$ cat src/rtl/mem_pkg.sv
// Shared definitions for the RAM controller: access-size encodings, FSM states
// and the legality rule for a master request.
package mem_pkg;

  localparam int ADDR_W_DEF = 15;

  localparam logic [2:0] RW_B  = 3'b000;
  localparam logic [2:0] RW_H  = 3'b001;
  localparam logic [2:0] RW_W  = 3'b010;
  localparam logic [2:0] RW_BU = 3'b100;
  localparam logic [2:0] RW_HU = 3'b101;

  typedef enum logic [2:0] {
    IDLE,
    READ,
    RWAIT,
    WRITE,
    DONE
  } state_e;

  // A request is rejected for unknown sizes, unsigned stores and misalignment.
  function automatic logic access_illegal(input logic       we,
                                          input logic [1:0] lane,
                                          input logic [2:0] rw_type);
    logic bad;
    case (rw_type)
      RW_B, RW_BU: bad = 1'b0;
      RW_H, RW_HU: bad = lane[0];
      RW_W:        bad = |lane;
      default:     bad = 1'b1;
    endcase
    return bad | (we & rw_type[2]);
  endfunction

endpackage

$ cat src/rtl/mem_lane_unit.sv
// Byte/halfword lane logic: extracts and extends a load value from a RAM word
// and merges sub-word store data into that word.
module mem_lane_unit
  import mem_pkg::*;
(
  input  logic [31:0] word_i,
  input  logic [1:0]  lane_i,
  input  logic [2:0]  rw_type_i,
  input  logic [31:0] wdata_i,
  output logic [31:0] load_o,
  output logic [31:0] merged_o
);

  logic [7:0]  byte_sel;
  logic [15:0] half_sel;

  assign byte_sel = word_i[{lane_i, 3'b000} +: 8];
  assign half_sel = word_i[{lane_i[1], 4'b0000} +: 16];

  always_comb begin
    // NOTE: every output gets a default before the case, so no path can leave
    // a value unassigned and infer a latch.
    load_o   = '0;
    merged_o = word_i;
    case (rw_type_i)
      RW_B, RW_BU: begin
        load_o = rw_type_i[2] ? {24'b0, byte_sel} : {{24{byte_sel[7]}}, byte_sel};
        merged_o[{lane_i, 3'b000} +: 8] = wdata_i[7:0];
      end
      RW_H, RW_HU: begin
        load_o = rw_type_i[2] ? {16'b0, half_sel} : {{16{half_sel[15]}}, half_sel};
        merged_o[{lane_i[1], 4'b0000} +: 16] = wdata_i[15:0];
      end
      RW_W: begin
        load_o   = word_i;
        merged_o = wdata_i;
      end
      default: ;
    endcase
  end

endmodule

$ cat src/rtl/ram_ctrl.sv
// Two-master single-port RAM controller with round-robin arbitration,
// sub-word loads and read-modify-write sub-word stores.
module ram_ctrl
  import mem_pkg::*;
#(
  parameter int ADDR_W = ADDR_W_DEF
) (
  input  logic              clk,
  input  logic              rst_n,
  input  logic              m0_req,
  input  logic              m0_we,
  input  logic [31:0]       m0_addr,
  input  logic [2:0]        m0_rw_type,
  input  logic [31:0]       m0_wdata,
  output logic              m0_ready,
  output logic              m0_err,
  output logic [31:0]       m0_rdata,
  input  logic              m1_req,
  input  logic              m1_we,
  input  logic [31:0]       m1_addr,
  input  logic [2:0]        m1_rw_type,
  input  logic [31:0]       m1_wdata,
  output logic              m1_ready,
  output logic              m1_err,
  output logic [31:0]       m1_rdata,
  output logic              ram_en,
  output logic              ram_we,
  output logic [ADDR_W-1:0] ram_addr,
  output logic [31:0]       ram_wdata,
  input  logic [31:0]       ram_rdata
);

  state_e            state_q, state_d;
  logic              gnt_q, gnt_d;
  logic              prio_q, prio_d;   // master that wins a tie; 0 favours m0
  logic              we_q, we_d;
  logic [ADDR_W+1:0] addr_q, addr_d;
  logic [2:0]        rw_q, rw_d;
  logic [31:0]       wdata_q, wdata_d;
  logic              err_q, err_d;
  logic [31:0]       word_q, word_d;
  logic [1:0][31:0]  rdata_q, rdata_d;

  logic              sel;
  logic              sel_we;
  logic [ADDR_W+1:0] sel_addr;
  logic [2:0]        sel_rw;
  logic [31:0]       load_val, merged, done_rdata;

  // Address bits above the RAM window are deliberately ignored.
  logic unused_addr_bits;
  assign unused_addr_bits = ^{m0_addr[31:ADDR_W+2], m1_addr[31:ADDR_W+2]};

  mem_lane_unit u_lane (
    .word_i    (word_q),
    .lane_i    (addr_q[1:0]),
    .rw_type_i (rw_q),
    .wdata_i   (wdata_q),
    .load_o    (load_val),
    .merged_o  (merged)
  );

  assign done_rdata = err_q ? '0 : (we_q ? rdata_q[gnt_q] : load_val);

  assign sel      = (m0_req & m1_req) ? prio_q : m1_req;
  assign sel_we   = sel ? m1_we : m0_we;
  assign sel_addr = sel ? m1_addr[ADDR_W+1:0] : m0_addr[ADDR_W+1:0];
  assign sel_rw   = sel ? m1_rw_type : m0_rw_type;

  always_comb begin
    state_d = state_q;
    gnt_d   = gnt_q;
    prio_d  = prio_q;
    we_d    = we_q;
    addr_d  = addr_q;
    rw_d    = rw_q;
    wdata_d = wdata_q;
    err_d   = err_q;
    word_d  = word_q;
    rdata_d = rdata_q;
    case (state_q)
      IDLE: begin
        if (m0_req || m1_req) begin
          gnt_d   = sel;
          prio_d  = ~sel;
          we_d    = sel_we;
          addr_d  = sel_addr;
          rw_d    = sel_rw;
          wdata_d = sel ? m1_wdata : m0_wdata;
          err_d   = access_illegal(sel_we, sel_addr[1:0], sel_rw);
          if (err_d)                      state_d = DONE;
          else if (sel_we && sel_rw == RW_W) state_d = WRITE;
          else                            state_d = READ;
        end
      end
      READ:  state_d = RWAIT;
      RWAIT: begin
        word_d  = ram_rdata;
        state_d = we_q ? WRITE : DONE;
      end
      WRITE: state_d = DONE;
      DONE: begin
        rdata_d[gnt_q] = done_rdata;
        state_d        = IDLE;
      end
      default: state_d = IDLE;
    endcase
  end

  // NOTE: sequential state uses non-blocking assignments so every register
  // samples pre-edge values regardless of statement order.
  always_ff @(posedge clk or negedge rst_n) begin
    if (!rst_n) begin
      state_q <= IDLE;
      gnt_q   <= 1'b0;
      prio_q  <= 1'b0;
      we_q    <= 1'b0;
      addr_q  <= '0;
      rw_q    <= RW_B;
      wdata_q <= '0;
      err_q   <= 1'b0;
      word_q  <= '0;
      rdata_q <= '0;
    end else begin
      state_q <= state_d;
      gnt_q   <= gnt_d;
      prio_q  <= prio_d;
      we_q    <= we_d;
      addr_q  <= addr_d;
      rw_q    <= rw_d;
      wdata_q <= wdata_d;
      err_q   <= err_d;
      word_q  <= word_d;
      rdata_q <= rdata_d;
    end
  end

  assign ram_en    = (state_q == READ) || (state_q == WRITE);
  assign ram_we    = (state_q == WRITE);
  assign ram_addr  = addr_q[ADDR_W+1:2];
  assign ram_wdata = (state_q == WRITE && rw_q != RW_W) ? merged : wdata_q;

  assign m0_ready = (state_q == DONE) && !gnt_q;
  assign m1_ready = (state_q == DONE) &&  gnt_q;
  assign m0_err   = m0_ready & err_q;
  assign m1_err   = m1_ready & err_q;
  assign m0_rdata = m0_ready ? done_rdata : rdata_q[0];
  assign m1_rdata = m1_ready ? done_rdata : rdata_q[1];

endmodule

$ cat config.mk
export PLATFORM = sky130hd
export DESIGN_NAME = ram_ctrl
export DESIGN_NICKNAME = d
export VERILOG_FILES = /design/src/rtl/mem_pkg.sv /design/src/rtl/mem_lane_unit.sv /design/src/rtl/ram_ctrl.sv
export SDC_FILE = /design/constraint.sdc
export NUM_CORES = 1
export LEC_CHECK = 0
export ABC_CLOCK_PERIOD_IN_PS = 7700
export CORE_ASPECT_RATIO = 2
export CORE_MARGIN = 3
export CORE_UTILIZATION = 49
export DETAILED_ROUTE_END_ITERATION = 8
export PLACE_DENSITY = 0.94
export SLEW_MARGIN = 20
export SYNTH_ARGS = -nofsm -noshare
export SYNTH_HDL_FRONTEND = slang
export SYNTH_SLANG_ARGS = --single-unit
export TNS_END_PERCENT = 1
$ cat constraint.sdc
create_clock -name clk -period 7.7 [get_ports clk]
set_input_delay 2.31 -clock clk [delete_from_list [all_inputs] [get_ports clk]]
set_output_delay 2.31 -clock clk [all_outputs]
set_load 0.01 [all_outputs]
==> run metrics <==
# clock sinks=about 160; Post-CTS Hold Buffers=0; Max Buffers Root-to-Sink=2; Fmax=0.1640 GHz; final WL=around 28 mm; Yosys cell types=54; switching power total=2.004 mW; CTS tree=yes; Area after DPL=10530 um^2; Die W=96.08 um; register bit total from synthesis=155; met3 wire len=1.879 mm; Mapped Cells=756; met2 wire len=between 10 and 15 mm; depth of the worst hold-timing path=2; clock power share=15.5%; final net count=roughly 1100; Rows=65; synth top area cells=dfrtp_1 (49%), a221o_1 (8.2%), mux2_2 (4.7%), and3_1 (4.3%), nand2_1 (4.2%); DR pass1 iterations=5; Num CTS Buffers=17; share of cells above drive strength 1=9.174%; skew final=0.009260 ns; post-CTS sizing=0; Crit path depth=8; Netlist Area Pre-Place=7951 um^2; Worst EP arrival=roughly 3.8 ns; VDD IR max=~0.21 mV; WP data required=5.39 ns; WP buf/inv=3; dpl hpwl=between 20 and 25 mm; CP max-delay cell=nor3_1; number of max-cap violations=0; Largest delay share family, worst path=simple AND/OR/NAND/NOR gates; final hold vios=0; Adder-Cell Fraction of Synth Area=0.7868%; CP endpoint kind=primary output; ys async rst share=between 90% and 100%; hold endpoint=rdata_q[41]$_DFFE_PN0P_; Setup Buffers After CTS=0; register area share after synthesis=48.78%; post-synthesis net count=933; Setup CP Type=register to primary output; Worst R2R Start=gnt_q$_DFFE_PN0P_; Total Power=~4.8 mW; syn avg cell area=~11 um^2; # IOs=289; Sum Neg Setup Slack=0 ns; DRC viols=0; Critical Path, Cell by Cell=buf_4 -> inv_1 -> ha_1 -> nor4bb_1 -> a21oi_1 -> nor3_1 -> a221o_1 -> clkdlybuf4s50_1; post-synth top area share=48.78%; Post-synth EDFFs=0; pin count of the biggest net entering global routing=80; CP Launch Type=register; Routed WL per cell=roughly 23 um; r2r worst-path depth=5; Comb pwr share=just over 50%; largest area contributor in the netlist=dfrtp_1; worst-path fanout max=25; Root Driver=clkbuf_16; RSZ-0062 raised after global routing=false; Clock Latency Late Sink=0.43 ns; xor/xnor share of the synthesized area=0%; largest family of logic cells by synthesized area=compound AO/OA/AOI/OAI gates; compound-cell area share of the yosys netlist=roughly 22%; Initial Util=between 50% and 60%; drt initial violations=716; Lkg Pwr=4.742 nW; simple logic cell fraction of the synthesized area=about 14%; placer congestion estimate=0.9633; run status=complete, no violations; post-synthesis mux area share=about 9%; Setup violations, final=0; prevailing post-synth register cell=dfrtp_1; Design Area, Final=11100 um^2; number of global-route vias before repair=~7700; Max Slew Vio Count=0; Syn. warnings=0; Max transition margin=between 20 and 30%; M1 WL=9.402 mm; reg-to-reg endpoint=rdata_q[57]$_DFFE_PN0P_; min cycle time layout=6.099 ns; gr usage total=just over 30%; first-pass GRT wire length=41.92 mm; switching share of power=41.79%; DR top layer=met4; total number of vias=7481; Int Pwr=2.791 mW; share of power burned in registers=33.9%; initial antenna violation count=0; Via density=6.308; core outline area=between 15000 and 20000 um^2; fin crit share=79.21%; Worst path max stage delay=slightly above 0.8 ns; I/O Buffers=258; die footprint=17880 um^2; Hold Path Class=register to register; clk slew on worst S/H paths=0.06 ns; R2R Setup Slk=5.01 ns; hold path start=rdata_q[41]$_DFFE_PN0P_; Die Span Y=186.2 um; Tightest Pin Transition=1.064 ns; area delta synth->final=39.54%; H-tree levels=4; Cell Pwr Density=between 400 and 500 nW/um^2; grt ovf=0; final antenna-violating net count=0
[metal layers]
metal / track usage (%) / up-vias
met5: 0 / -
met2: 52.31 / 442
met1: 35.48 / 3622
met4: 20.07 / 0
met3: 6.119 / 119
li1: - / 3298
[area by class of cell]
class / count / area, um^2
Fill cell: 1135 / 4763
Sequential cell: 155 / 3879
Multi-Input combinational cell: 513 / 3686
Timing Repair Buffer: 267 / 2691
Clock buffer: 20 / 446.7
Tap cell: 201 / 251.5
Clock inverter: 11 / 75.07
Inverter: 15 / 56.30
Antenna cell: 4 / 10.01
[flip-flops by register name (all words and copies together) (netlist names), 3 cells and up]
register and count:
word_q 32, wdata_q 32, state_q 3, rdata_q 64, rw_q 3, addr_q 17
[worst reg2reg max path, stage by stage (launching register included)]
cell and delay, ns:
dfrtp_1 0.68, nand4bb_1 0.16, buf_4 0.22, nor4_2 0.50
nand2_1 0.48, o21ai_0 0.51
[synth_stat cells, types with 13 or more instances]
cell,count
clkbuf_1,42
o221ai_1,14
nand2_1,89
nor2b_1,14
o31ai_1,15
o21ai_0,33
and3_1,55
a221o_1,65
dfrtp_1,155
nor2_1,21
a21oi_1,39
mux2i_1,31
buf_4,16
mux2_2,33
a22o_1,13
inv_1,14
[power groups by stage]
stage          combinational, mW  clock [mW]  sequential [mW]
2_1_floorplan               1.55           0             1.37
3_3_place_gp                2.31           0             1.58
3_5_place_dp                2.39           0             1.60
4_1_cts                     2.41       0.747             1.60
5_1_grt                     2.63       0.777             1.65
6_report                    2.43       0.741             1.62
[cell usage in the layout (no fill, tap or decap), drive strengths merged, types with 10 or more instances in the layout]
cell           count
o221ai            14
a21oi             39
and3              55
mux2              33
clkbuf            20
o21ai             47
dfrtp            155
nand2             91
inv               14
nor2              23
buf               10
a221o             65
o31ai             15
clkdlybuf4s50    257
a22o              13
mux2i             31
nor2b             14
[kinds of logic after synthesis]
kind of cell	Yosys count
flip-flops	155
AND/OR/NAND/NOR	212
AO/OA/AOI/OAI	231
buffers and inverters	88
adder cells (fa/ha/maj)	5
multiplexers	65
[how the worst max path moves through the flow]
stage / start / to / slack [ns]
after global placement: addr_q[1]$_DFFE_PN0P_ / ram_wdata[23] / 2.18
after floorplan: addr_q[1]$_DFFE_PN0P_ / ram_wdata[16] / 3.12
after CTS: addr_q[1]$_DFFE_PN0P_ / ram_wdata[23] / 1.63
after global routing: addr_q[1]$_DFFE_PN0P_ / ram_wdata[23] / 1.40
after detailed placement: addr_q[1]$_DFFE_PN0P_ / ram_wdata[23] / 2.11
final: addr_q[1]$_DFFE_PN0P_ / ram_wdata[19] / 1.60
[metrics by stage]
stage | std cells | utilization [%] | hold slack (ns) | setup slack (ns)
final | 1186 | 69.96 | 0.4944 | 1.601
after global routing | 1182 | 69.90 | 0.5153 | 1.405
after CTS | 1181 | 69.69 | 0.4999 | 1.630
after detailed placement | 1150 | 66.40 | 0.4833 | 2.109
after global placement | 1149 | 66.19 | 0.4706 | 2.185
after floorplan | 756 | - | 0.4609 | 3.121
Power figures use the tool's default switching activity.
